$ cat src/rtl/ls163_chain_pkg.sv
// Shared TTL constants for the 74LS163 counter cascade.
// Stage width, terminal count and cascade depth bound.
package ls163_chain_pkg;
  localparam int unsigned STAGE_W = 4;
  localparam logic [STAGE_W-1:0] TERM_CNT = 4'hF;
  localparam int unsigned MAX_STAGES = 4;
endpackage

$ cat src/rtl/ls163_chain_ls163.sv
// Single 74LS163 4-bit synchronous binary counter stage.
// Clear beats load, load beats count; RCO is combinational.
module ls163
  import ls163_chain_pkg::*;
(
  input  logic               clk,
  input  logic               rst,
  input  logic               nCLR,
  input  logic               nLOAD,
  input  logic               ENP,
  input  logic               ENT,
  input  logic [STAGE_W-1:0] D,
  output logic [STAGE_W-1:0] Q,
  output logic               RCO
);

  always_ff @(posedge clk) begin
    if (rst)
      Q <= '0;
    else if (!nCLR)
      Q <= '0;
    else if (!nLOAD)
      Q <= D;
    else if (ENP && ENT)
      Q <= Q + 1'b1;
  end

  assign RCO = ENT & (Q == TERM_CNT);

endmodule

$ cat src/rtl/ls163_chain.sv
// Ripple-carry cascade of ls163 stages forming a 4*STAGES bit counter.
// Each stage's RCO feeds the next stage's ENT; ENP is shared.
module ls163_chain
  import ls163_chain_pkg::*;
#(
  parameter int STAGES = 2
) (
  input  logic                      clk,
  input  logic                      rst,
  input  logic                      nCLR,
  input  logic                      nLOAD,
  input  logic                      ENP,
  input  logic                      ENT,
  input  logic [STAGE_W*STAGES-1:0] D,
  output logic [STAGE_W*STAGES-1:0] Q,
  output logic                      RCO,
  output logic [STAGES-1:0]         RCO_STAGE
);

  if (STAGES < 1 || STAGES > MAX_STAGES) begin : gBadStages
    $fatal(1, "ls163_chain: STAGES must be 1..%0d", MAX_STAGES);
  end

  logic [STAGES:0] entChain;

  assign entChain[0] = ENT;

  for (genvar k = 0; k < STAGES; k++) begin : gStage
    ls163 uStage (
      .clk   (clk),
      .rst   (rst),
      .nCLR  (nCLR),
      .nLOAD (nLOAD),
      .ENP   (ENP),
      .ENT   (entChain[k]),
      .D     (D[STAGE_W*k +: STAGE_W]),
      .Q     (Q[STAGE_W*k +: STAGE_W]),
      .RCO   (RCO_STAGE[k])
    );
    assign entChain[k+1] = RCO_STAGE[k];
  end

  assign RCO = RCO_STAGE[STAGES-1];

endmodule

$ cat config.mk
export PLATFORM = sky130hd
export DESIGN_NAME = ls163_chain
export DESIGN_NICKNAME = d
export VERILOG_FILES = /design/src/rtl/ls163_chain_pkg.sv /design/src/rtl/ls163_chain_ls163.sv /design/src/rtl/ls163_chain.sv
export SDC_FILE = /design/constraint.sdc
export NUM_CORES = 1
export LEC_CHECK = 0
export BUFFER_PORTS_ARGS = -buffer_cell sky130_fd_sc_hd__buf_2
export CAP_MARGIN = 5
export CORE_AREA = 3 3 40 42
export CTS_BUF_LIST = sky130_fd_sc_hd__clkbuf_8 sky130_fd_sc_hd__clkbuf_16
export CTS_CLUSTER_SIZE = 8
export DETAILED_ROUTE_END_ITERATION = 6
export DIE_AREA = 0 0 43 45
export HOLD_SLACK_MARGIN = 0.03
export PLACE_DENSITY = 0.72
export SYNTH_ARGS = -nofsm -noshare
export SYNTH_HDL_FRONTEND = slang
export SYNTH_SLANG_ARGS = --single-unit
$ cat constraint.sdc
create_clock -name clk -period 1.9 [get_ports clk]
set_clock_uncertainty 0.1 [all_clocks]
set_input_delay 0.38 -clock clk [delete_from_list [all_inputs] [get_ports clk]]
set_output_delay 0.38 -clock clk [all_outputs]
set_load 0.03 [all_outputs]
Yosys cells after proc, flatten, opt, wreduce, memory -nomap -nowiden
Cells that the tools add are included.
{"block": "classes", "eq_ne": 4, "n_mul": 0, "muxes": 4, "order_cmp": 0, "n_reduce_logical": 3, "n_addsub": 2, "bitwise": 3, "shifts": 0, "div": 0}
{"operator": "$mux W4", "count": 4}
{"operator": "$add A4 B1 Y4 const B", "count": 2}
{"operator": "$eq A4 B4 Y1 const B", "count": 2}
{"operator": "$ne A2 B1 Y1 const B", "count": 2}
{"operator": "$and A1 B1 Y1", "count": 2}
{"operator": "$logic_and A1 B1 Y1", "count": 2}
{"operator": "$reduce_or A2 Y1", "count": 1}
{"operator": "$not A1 Y1", "count": 1}
{"block": "totals", "mem_count": 0, "ff_bits": 8, "output_inout_bits": 11, "mem_bits_ro": 0, "inputBits": 14, "latch_bits": 0, "ram_bits": 0}

Logic depth before layout (Yosys ltp)
Gate-level depths: netlist (run 1).
{"block": "depth", "depth_word": 5, "depth_mapped": 4, "depth_no_buf": 4}

Modules after synthesis
A second synthesis (run 1) with hierarchy kept.
{"block": "unflattened", "hier_cells": 55, "area_unflattened_um2": 432.9}
{"module": "ls163", "area_each_um2": 212.7, "cells_each": 27, "n_inst": 2}
{"module": "ls163_chain", "area_each_um2": 7.5, "cells_each": 1, "n_inst": 1}

Worst setup path before layout (run 1)
OpenSTA, ideal clock, no wires.
{"block": "synth_timing", "path_kind": "register -> output", "startpoint": "reg gStage[0].uStage.Q[0]", "endpoint": "out RCO_STAGE[1]", "required_time_ps": 1420, "arrival_time_ps": 1681, "path_stages_with_launch": 5, "setup_slack_ps": -261, "cell_sequence": "dfxtp_1 ha_1 nand4_1 nor2_1 buf_4"}
{"block": "synth_via", "elab_chain_len": 3}
{"element": "start: declaration", "line": "ls163_chain_ls163.sv:13", "source": "output logic [STAGE_W-1:0] Q,"}
{"element": "start signal: assignment", "line": "ls163_chain_ls163.sv:25", "source": "Q <= Q + 1'b1;"}
{"element": "$eq A4 B4 Y1", "line": "ls163_chain_ls163.sv:28", "source": "assign RCO = ENT & (Q == TERM_CNT);"}
{"element": "$and A1 B1 Y1 (2 in a row)", "line": "ls163_chain_ls163.sv:28"}
{"element": "end: declaration", "line": "ls163_chain.sv:17", "source": "output logic [STAGES-1:0] RCO_STAGE"}
Every way passes these cells.

Worst setup path after layout (run 1)
{"block": "layout_timing", "startpoint": "reg gStage[0].uStage.Q[0]", "endpoint": "out RCO"}
{"block": "layout_via", "elab_chain_len": 3}
{"element": "$eq A4 B4 Y1", "line": "ls163_chain_ls163.sv:28"}
{"element": "$and A1 B1 Y1 (2 in a row)", "line": "ls163_chain_ls163.sv:28"}
{"element": "end: declaration", "line": "ls163_chain.sv:16", "source": "output logic RCO,"}
Every way passes these cells.

==> results.yml, run 1 <==
outcome:
  status: "completed"
sta:
  finalSetupViolations: 0
  relSlewSlack_pct: 72.4
  finalHoldViolCount: 0
  timing.hold.ws_ns: 0.317
  tightest_slew_ns: 0.414
  period_needed_ns: 1.81
  fmax_mhz: 552
  layout_setup_ws_ns: 0.0874
  rsz0062_at_grt: "yes"
  setup_tns_ns: 0
  maxSlewViolCount: 0
  post-route-period-util_pct: 95.4
global_route:
  antenna_found_initial: 0
  grt_overflow_total: 0
  grt_pass1_vias: 372
  grt_max_degree: 17
  track_usage_pct: 11.9
  grt_first_pass_wirelength_mm: 1.62
yosys:
  ys_ff_latch: 8
  yosys.area.top_type: "dfxtp_1"
  yosys_warnings: 0
  netlist_instances: 56
  synthesis.nets: 72
  ys_types: 19
  synth_area_per_cell_sq_um: 7.91
  synthTopCellsByArea: "dfxtp_1, o21ai_0, nand3_1, a31oi_1, ha_1"
  yosysTopAreaCellShare_pct: 36.2
  netlist_area_sq_um: 443
  synth_seq_area_share_pct: 36.2
worst_setup_path:
  endpoint: "RCO"
  worstPathMaxFanout: 4
  r2r_end: "gStage[1].uStage.Q[3]"
  criticalPathCategory: "flip-flop to primary output"
  crit_path_cell_trace: "ha_1 > nand4_1 > nor2_4 > buf_2"
  crit_arrival_ns: 1.33
  worst_r2r_path_depth: 4
  worst_setup_path_start_kind: "flip-flop"
  max_stage_delay_ns: 0.35
  rr_startpoint: "gStage[0].uStage.Q[0]"
  crit_required_ns: 1.42
  slowest_stage: "dfxtp_2"
  crit_start: "gStage[0].uStage.Q[0]"
  worstSetupEndpointType: "primary output"
  r2r_slack_ns: 0.41
run:
  max_cap_violations: 0
min_path:
  worstHoldPathType: "input port to flip-flop"
floorplan:
  start_util_pct: 34.5
  die_y_um: 45
  coreArea_sq_mm: 0.00128
  die_area_sq_mm: 0.00194
  io_pins: 25
  fp.dieW_um: 43
  std_cell_rows: 13
clocking:
  cts_setup_buffers: 0
  clkTransAtPathRegs_ns: 0.04
  cts_inserted_buffers: 3
  clk_latency_ns: 0.23
  numClockSinks: 8
  htree_levels: 1
  cts.repair.resized: 0
  cts_tree: "built"
  clock_path_buffers: 2
  ctsRootBufferMaster: "clkbuf_8"
power:
  ir_worst_vdd_mv: 0.302
  power_density_mw_per_mm2: 739
  p_leak_nw: 0.272
drt:
  ant_nets: 0
  vias: 475
  wl_per_cell_um: 11.3
  drc_errors: 0
  drt_wl_total_mm: 1.07
  avgViaCountPerCell: 5.00
  drt_iter0_drc: 6
  firstDrtPassIters: 4
cells_and_area:
  drive_gt1_share_pct: 37.5
  reg.largest.list: "gStage.uStage.Q: 8 flops"
  nets: 98
  antenna_cells: 0
  regMostFlops: "gStage.uStage.Q"
  largest_reg_flops: 8
  final_cells: 95
  fillers: 134
  syn_to_final_growth_pct: 38.7
placement:
  place_ws_ns: 0.320
  hpwl_um: 818
  place.gp.congestion: 0.753
  placedCellCount: 92
  numPortBuffers: 24
-- Yosys cell counts --
library cell and n:
nor2_1 3, a211oi_1 1, nand3_1 7, xor2_1 2, nand2b_1 1, a31oi_1 4, ha_1 2, nor2b_1 1
nand2_1 2, inv_1 1, clkbuf_1 1, nand4_1 2, a311oi_1 1, o21a_1 1, a21oi_1 2, or3_1 4
buf_4 2, dfxtp_1 8, o21ai_0 11
-- critical path: cells and delay by family (launching register included) --
kind	cells	cell delay (ns)
fa+ha+maj	1	0.19
buf+inv	1	0.20
flops	1	0.35
simple gates	2	0.37
-- how the worst min path moves through the flow --
stage | from | endpoint | slack, ns | depth (start not counted)
3_3_place_gp | gStage[0].uStage.Q[1] | gStage[0].uStage.Q[1] | 0.39 | 2
6_report | D[5] | gStage[1].uStage.Q[1] | 0.32 | 3
5_1_grt | nCLR | gStage[0].uStage.Q[0] | 0.33 | 3
4_1_cts | D[5] | gStage[1].uStage.Q[1] | 0.31 | 3
2_1_floorplan | nCLR | gStage[0].uStage.Q[1] | 0.43 | 2
3_5_place_dp | gStage[0].uStage.Q[1] | gStage[0].uStage.Q[1] | 0.39 | 2
-- cell usage in the layout (no fill, tap or decap) --
| master | count |
|---|---|
| ha_1 | 2 |
| nor2_1 | 2 |
| a311oi_1 | 1 |
| dfxtp_1 | 6 |
| nor2b_1 | 1 |
| clkbuf_8 | 3 |
| o21a_1 | 1 |
| o21ai_0 | 11 |
| a31oi_1 | 4 |
| nor2_4 | 1 |
| nand4_1 | 2 |
| nand2_1 | 2 |
| a21oi_1 | 2 |
| or3_1 | 4 |
| inv_1 | 1 |
| nand2b_1 | 1 |
| dfxtp_2 | 2 |
| buf_2 | 24 |
| a211oi_1 | 1 |
| xor2_1 | 2 |
| nand3_1 | 7 |
-- timing repair --
item / 4_1_cts / 5_1_grt
hold buffers: 0 / 0
endpoints found under the setup margin: 0 / 2
hold endpoints to repair: 0 / 0
-- metal layers --
layer	track usage [%]	vias up	routed length (um)	part of all wire [%]
li1	-	260	-	-
met1	16.5	194	549	51
met2	14.1	17	412	38
met3	2.79	4	66	6.2
met4	12.7	0	43	4.0
met5	0	-	0	0
-- through the flow --
step	cell area, sq um	utilization (%)	total power (W)
after floorplan	453	-	0.000222
after global placement	573	44.6	0.000251
after detailed placement	573	44.6	0.000251
after CTS	614	47.8	0.000460
after global routing	614	47.8	0.000470
final	614	47.8	0.000454
-- area by class of cell --
class / instances / area [sq um] / area share [%]
multi-input combinational: 44 / 268 / 43.6
inverter: 1 / 3.75 / 0.611
timing repair buffer: 24 / 120 / 19.6
clock buffer: 3 / 41.3 / 6.72
sequential: 8 / 163 / 26.5
tap: 15 / 18.8 / 3.05
-- cells by family (layout without fill, tap and decap cells) --
family                   count (synthesis)  in the layout  share of synthesized area (%)
AO/OA/AOI/OAI                           20             20                           25.7
AND/OR/NAND/NOR                         20             20                           23.4
flip-flops                               8              8                           36.2
buffers and inverters                    4             28                           5.08
adder cells (fa/ha/maj)                  2              2                           5.65
XOR/XNOR                                 2              2                           3.96
-- where the power goes --
part	total, W	switching [W]	leakage (nW)	internal [W]
clock network	0.000206	0.0000682	0.0216	0.000137
logic	0.0000637	0.0000393	0.184	0.0000244
registers	0.000185	0.00000785	0.0663	0.000177
No activity file was read; power rests on OpenSTA's default activity.
==> inputs of run 2 (changes only) <==
Settings changed: CAP_MARGIN 5 to 20, HOLD_SLACK_MARGIN 0.03 to 0.15.
Clock period 1.9 ns to 2 ns, I/O delays scaled along.
==> run 2 against run 1 <==
Effect of this change: worst setup slack improved by 0.046 ns; sequential cell count unchanged; combinational power decreased by 5.0%; final cell count unchanged; final area decreased by 0.41%; total power decreased by 5.8%; sequential share of layout area decreased by 0.30 points; highest routed layer unchanged.
==> results.yml, run 2 (synthesis gave the netlist of run 1 again) <==
drt:
  wl_met3_um: 49
  firstDrtPassIters: 4
  drc_errors: 0
  drt_wl_total_mm: 1.13
  avgViaCountPerCell: 5.06
  drt_iter0_drc: 11
  detailroute.wirelength.met2_um: 542
  ant_nets: 0
  vias: 481
  wl_met1_um: 517
  highest-signal-layer: "met4"
  wl_per_cell_um: 11.8
power:
  p_int_w: 0.000321
  p_sw_share_pct: 25.0
  power_density_mw_per_mm2: 699
  ir_worst_vdd_mv: 0.272
  pwr-share-seq_pct: 41.0
  pwr-share-clk_pct: 44.8
  combPwrFrac_pct: 14.2
  p_leak_nw: 0.271
  p_sw_w: 0.000107
placement:
  place_ws_ns: 0.359
  hpwl_um: 860
  place.gp.congestion: 0.717
  numPortBuffers: 24
global_route:
  grt_max_degree: 17
  grt_first_pass_wirelength_mm: 1.64
  track_usage_pct: 11.4
  grt_overflow_total: 0
  grt_pass1_vias: 391
  antenna_found_initial: 0
worst_setup_path:
  criticalPathCategory: "flip-flop to primary output"
  worstSetupEndpointType: "primary output"
  critPathTopFamily: "flip-flops"
  crit_path_cell_trace: "ha_1 > nand4_1 > nor2_4 > buf_2"
  crit_buf_inv: 1
  crit_required_ns: 1.50
  worst_r2r_path_depth: 4
  crit_arrival_ns: 1.37
  r2r_slack_ns: 0.48
  r2r_end: "gStage[1].uStage.Q[3]"
  rr_startpoint: "gStage[0].uStage.Q[0]"
  worst_setup_path_start_kind: "flip-flop"
  slowest_stage: "dfxtp_1"
  worstPathMaxFanout: 4
  max_stage_delay_ns: 0.38
clocking:
  ctsHoldBuffers: 0
  ctsRootBufferMaster: "clkbuf_8"
  clock_path_buffers: 2
  htree_levels: 1
  clkTransAtPathRegs_ns: 0.04
  cts.repair.resized: 0
  clk_latency_ns: 0.22
  cts_inserted_buffers: 3
  cts_tree: "built"
  numClockSinks: 8
  cts_setup_buffers: 0
min_path:
  min_to: "gStage[1].uStage.Q[1]"
  worstHoldPathType: "input port to flip-flop"
  hold_path_startpoint: "D[5]"
  min_path_cells: 3
floorplan:
  fp.dieW_um: 43
  start_util_pct: 34.5
  coreArea_sq_mm: 0.00128
  die_y_um: 45
  std_cell_rows: 13
  die_area_sq_mm: 0.00194
  io_pins: 25
sta:
  setup_tns_ns: 0
  fmax_mhz: 536
  finalSetupViolations: 0
  rsz0062_at_grt: "no"
  finalHoldViolCount: 0
  maxSlewViolCount: 0
  tightest_slew_ns: 0.398
  relSlewSlack_pct: 73.4
  post-route-period-util_pct: 93.3
  period_needed_ns: 1.87
  layout_setup_ws_ns: 0.133
outcome:
  status: "completed"
cells_and_area:
  layout_commonest_cell: "buf_2"
  fillers: 138
  nets: 98
  drive_gt1_share_pct: 35.0
  regMostFlops: "gStage.uStage.Q"
  antenna_cells: 0
  final_cell_mix: "buf_2, o21ai_0, dfxtp_1, nand3_1"
  syn_to_final_growth_pct: 38.1
  reg.largest.list: "gStage.uStage.Q: 8 flops"
  largest_reg_flops: 8
run:
  max_cap_violations: 0
## run 2: cell type report
| cell class | count | area (sq um) | area share (%) |
|---|---|---|---|
| multi-input combinational | 44 | 268 | 43.8 |
| sequential | 8 | 160 | 26.2 |
| timing repair buffer | 24 | 120 | 19.6 |
| clock buffer | 3 | 41.3 | 6.75 |
| tap | 15 | 18.8 | 3.07 |
| inverter | 1 | 3.75 | 0.613 |
## run 2: worst max-delay path by stage
| stage | start | to | cells after the start |
|---|---|---|---|
| after floorplan | gStage[0].uStage.Q[0] | RCO_STAGE[1] | 4 |
| after detailed placement | gStage[0].uStage.Q[0] | RCO | 4 |
| after global routing | gStage[0].uStage.Q[1] | RCO_STAGE[1] | 4 |
| final | gStage[0].uStage.Q[0] | RCO | 4 |
| after global placement | gStage[0].uStage.Q[0] | RCO | 4 |
| after CTS | gStage[0].uStage.Q[0] | RCO | 4 |
## run 2: per-layer routing
layer  GRT usage [%]  vias to the layer above
met5               0                        -
met4            7.23                        0
met3            2.39                        2
met2            18.6                       11
met1            13.8                      209
li1                -                      259
## run 2: metrics by stage
step	total power [W]	hold WS, ns	instance area [sq um]	util, %	std cells
after CTS	0.000434	0.340	612	47.6	95
after floorplan	0.000210	0.458	450	-	56
after global placement	0.000238	0.398	571	44.4	92
after detailed placement	0.000239	0.405	571	44.4	92
after global routing	0.000449	0.357	612	47.6	95
final	0.000427	0.337	612	47.6	95
## run 2: power by group through the flow
stage	sequential [W]	clock [W]	combinational [W]
3_5_place_dp	0.000178	0	0.0000609
2_1_floorplan	0.000191	0	0.0000197
6_report	0.000175	0.000192	0.0000605
4_1_cts	0.000175	0.000197	0.0000613
3_3_place_gp	0.000177	0	0.0000604
5_1_grt	0.000176	0.000206	0.0000672
## run 2: worst register-to-register path, stage by stage, from the launching register on
cell     delay (ns)
dfxtp_1        0.38
ha_1           0.20
nand4_1        0.21
or3_1          0.40
a31oi_1        0.16
==> inputs of run 3 (changes only) <==
Settings changed: PLACE_DENSITY 0.72 to 0.71, SYNTH_HIERARCHICAL set to 1.
==> run 3 against run 2 <==
Effect of this change: synthesized cell count decreased by 1.8%; final cell count up 2.1%; count of clock-buffer cells in the layout did not move; combinational power rose by 2%; sequential power hardly changed; worst setup slack worse by 0.045 ns; register-to-register slack got worse by 0.05 ns; global-route usage shrank 0.37 points; die area is the same.
==> results.yml, run 3 <==
cells_and_area:
  largest_reg_flops: 8
  antenna_cells: 0
  fillers: 127
  drive_gt1_share_pct: 39.0
  layout_commonest_cell: "buf_2"
  regMostFlops: "gStage.uStage/Q"
  final_cell_mix: "buf_2, nand2_1, nand3_1, o21ai_0, dfxtp_1"
  reg.largest.list: "gStage.uStage/Q: 8 flops"
  final_cells: 97
  syn_to_final_growth_pct: 46.2
  nets: 99
min_path:
  min_to: "gStage[0].uStage/Q[0]"
  worstHoldPathType: "input port to flip-flop"
  min_path_cells: 3
  hold_path_startpoint: "D[0]"
sta:
  fmax_mhz: 523
  finalHoldViolCount: 0
  setup_tns_ns: 0
  maxSlewViolCount: 0
  period_needed_ns: 1.91
  tightest_slew_ns: 0.253
  timing.hold.ws_ns: 0.338
  relSlewSlack_pct: 83.1
  post-route-period-util_pct: 95.6
  finalSetupViolations: 0
  rsz0062_at_grt: "no"
yosys:
  yosysTopAreaCellShare_pct: 37.0
  ys_types: 15
  netlist_area_sq_um: 433
  synthTopCellsByArea: "dfxtp_1, xor2_1, nand3_1, o21ai_0, nand2_1"
  synth_edf_count: 0
  yosys.area.top_type: "dfxtp_1"
  synth_commonest_cells: "dfxtp_1, nand2_1, nand3_1, nor2_1, o21ai_0"
  synth_top_family_by_area: "simple AND/OR/NAND/NOR gates"
  synth_top_flop_cell: "dfxtp_1"
  ys_ff_latch: 8
  synthesis.nets: 71
  synth_seq_area_share_pct: 37.0
  synth_simple_gate_area_share_pct: 27.7
  yosys_warnings: 6
  async_reset_ff_share_pct: 0
  synth_xor_area_share_pct: 8.09
  synth_compound_area_share_pct: 19.7
  synth_area_per_cell_sq_um: 7.87
  synth_mux_area_share_pct: 0
  netlist_instances: 55
  synthAdderAreaFrac_pct: 5.78
worst_setup_path:
  criticalPathCategory: "flip-flop to primary output"
  r2r_slack_ns: 0.43
  critPathTopFamily: "simple AND/OR/NAND/NOR gates"
  rr_startpoint: "gStage[0].uStage/Q[0]"
  r2r_end: "gStage[1].uStage/Q[3]"
  worstPathMaxFanout: 5
  worst_setup_path_start_kind: "flip-flop"
  crit_arrival_ns: 1.41
  crit_buf_inv: 1
  slowest_stage: "dfxtp_4"
  crit_path_cell_trace: "ha_1 > nand2_1 > nor2_4 > nand2_1 > nor2_4 > buf_2"
  max_stage_delay_ns: 0.36
  worst_r2r_path_depth: 6
  worstSetupEndpointType: "primary output"
  crit_required_ns: 1.50
global_route:
  gr-usage-met3_pct: 2.79
  grt_first_pass_wirelength_mm: 1.62
  antenna_found_initial: 0
  use_met2_pct: 15.9
  grt_pass1_vias: 391
  grt_busiest_layer: "met2"
  grt_max_degree: 17
  grt_overflow_total: 0
  met1_usage_pct: 14.7
  track_usage_pct: 11.1
power:
  p_leak_nw: 0.279
  combPwrFrac_pct: 14.4
  power_density_mw_per_mm2: 678
  ir_worst_vdd_mv: 0.317
  p_sw_share_pct: 24.8
  p_sw_w: 0.000107
  p_int_w: 0.000323
  pwr-share-clk_pct: 45.2
  pwr-share-seq_pct: 40.4
drt:
  drt_wl_total_mm: 1.09
  drc_errors: 0
  firstDrtPassIters: 4
  wl_per_cell_um: 11.2
  drt_iter0_drc: 3
  ant_nets: 0
  avgViaCountPerCell: 4.84
  vias: 469
clocking:
  ctsRootBufferMaster: "clkbuf_8"
  cts.repair.resized: 0
  htree_levels: 1
  cts_inserted_buffers: 3
  ctsHoldBuffers: 0
  numClockSinks: 8
  clk_latency_ns: 0.22
  cts_tree: "built"
  clock_path_buffers: 2
  clkTransAtPathRegs_ns: 0.04
  cts_setup_buffers: 0
floorplan:
  fp.dieW_um: 43
  std_cell_rows: 13
  die_area_sq_mm: 0.00194
  start_util_pct: 33.7
  io_pins: 25
  coreArea_sq_mm: 0.00128
  die_y_um: 45
run:
  max_cap_violations: 0
placement:
  place.gp.congestion: 0.750
  numPortBuffers: 24
  placedCellCount: 93
  hpwl_um: 831
outcome:
  status: "completed"
## run 3: cell count changes after synthesis, moves of 2 or more
cell,previous run,this run
xor2_1,2,4
nand4_1,2,0
o21ai_0,11,6
nor2_1,3,6
or3_1,4,2
nand2_1,2,8
a31oi_1,4,2
## run 3: how the worst max path moves through the flow
stage	from	to	slack, ns	depth (start not counted)
floorplan	gStage[0].uStage/Q[0]	RCO_STAGE[1]	0.002	6
global placement	ENT	RCO_STAGE[1]	0.36	6
global route	gStage[0].uStage/Q[0]	RCO	0.006	6
detailed placement	ENT	RCO	0.32	6
finish	gStage[0].uStage/Q[0]	RCO	0.09	6
CTS	gStage[0].uStage/Q[0]	RCO	0.09	6
## run 3: logic make-up after synthesis
group	after synthesis
xor+xnor	4
fa+ha+maj	2
flops	8
compound gates	14
simple gates	26
buf+inv	1
## run 3: layout make-up
type | count | area [sq um] | area share, %
Sequential cell | 8 | 169 | 26.7
Timing Repair Buffer | 24 | 120 | 19.0
Clock inverter | 1 | 3.75 | 0.593
Multi-Input combinational cell | 46 | 280 | 44.3
Tap cell | 15 | 18.8 | 2.96
Clock buffer | 3 | 41.3 | 6.52
## run 3: through the flow
| stage | util, % | setup WS [ns] | total power (W) | instance area, sq um |
|---|---|---|---|---|
| after CTS | 49.3 | 0.0869 | 0.000438 | 633 |
| after detailed placement | 45.8 | 0.319 | 0.000237 | 588 |
| after global routing | 49.3 | 0.00602 | 0.000454 | 633 |
| after global placement | 45.8 | 0.358 | 0.000237 | 588 |
| after floorplan | - | 0.00180 | 0.000207 | 457 |
| final | 49.3 | 0.0885 | 0.000430 | 633 |
## run 3: layer usage
metal	up-vias	routed length [um]
li1	250	-
met1	202	516
met2	15	490
met3	2	68
met4	0	16
met5	-	0
## run 3: power groups by stage
stage	registers (W)	logic [W]	clock network, W
2_1_floorplan	0.000189	0.0000180	0
3_3_place_gp	0.000176	0.0000615	0
3_5_place_dp	0.000176	0.0000614	0
4_1_cts	0.000173	0.0000620	0.000203
5_1_grt	0.000174	0.0000671	0.000213
6_report	0.000174	0.0000617	0.000194
## run 3: worst reg2reg max path, stage by stage (launching register included)
cell and delay [ns]:
dfxtp_4 0.36, ha_1 0.17, nand2_1 0.09, nor2_4 0.15, nand2_1 0.13, or3_1 0.36, a31oi_1 0.15
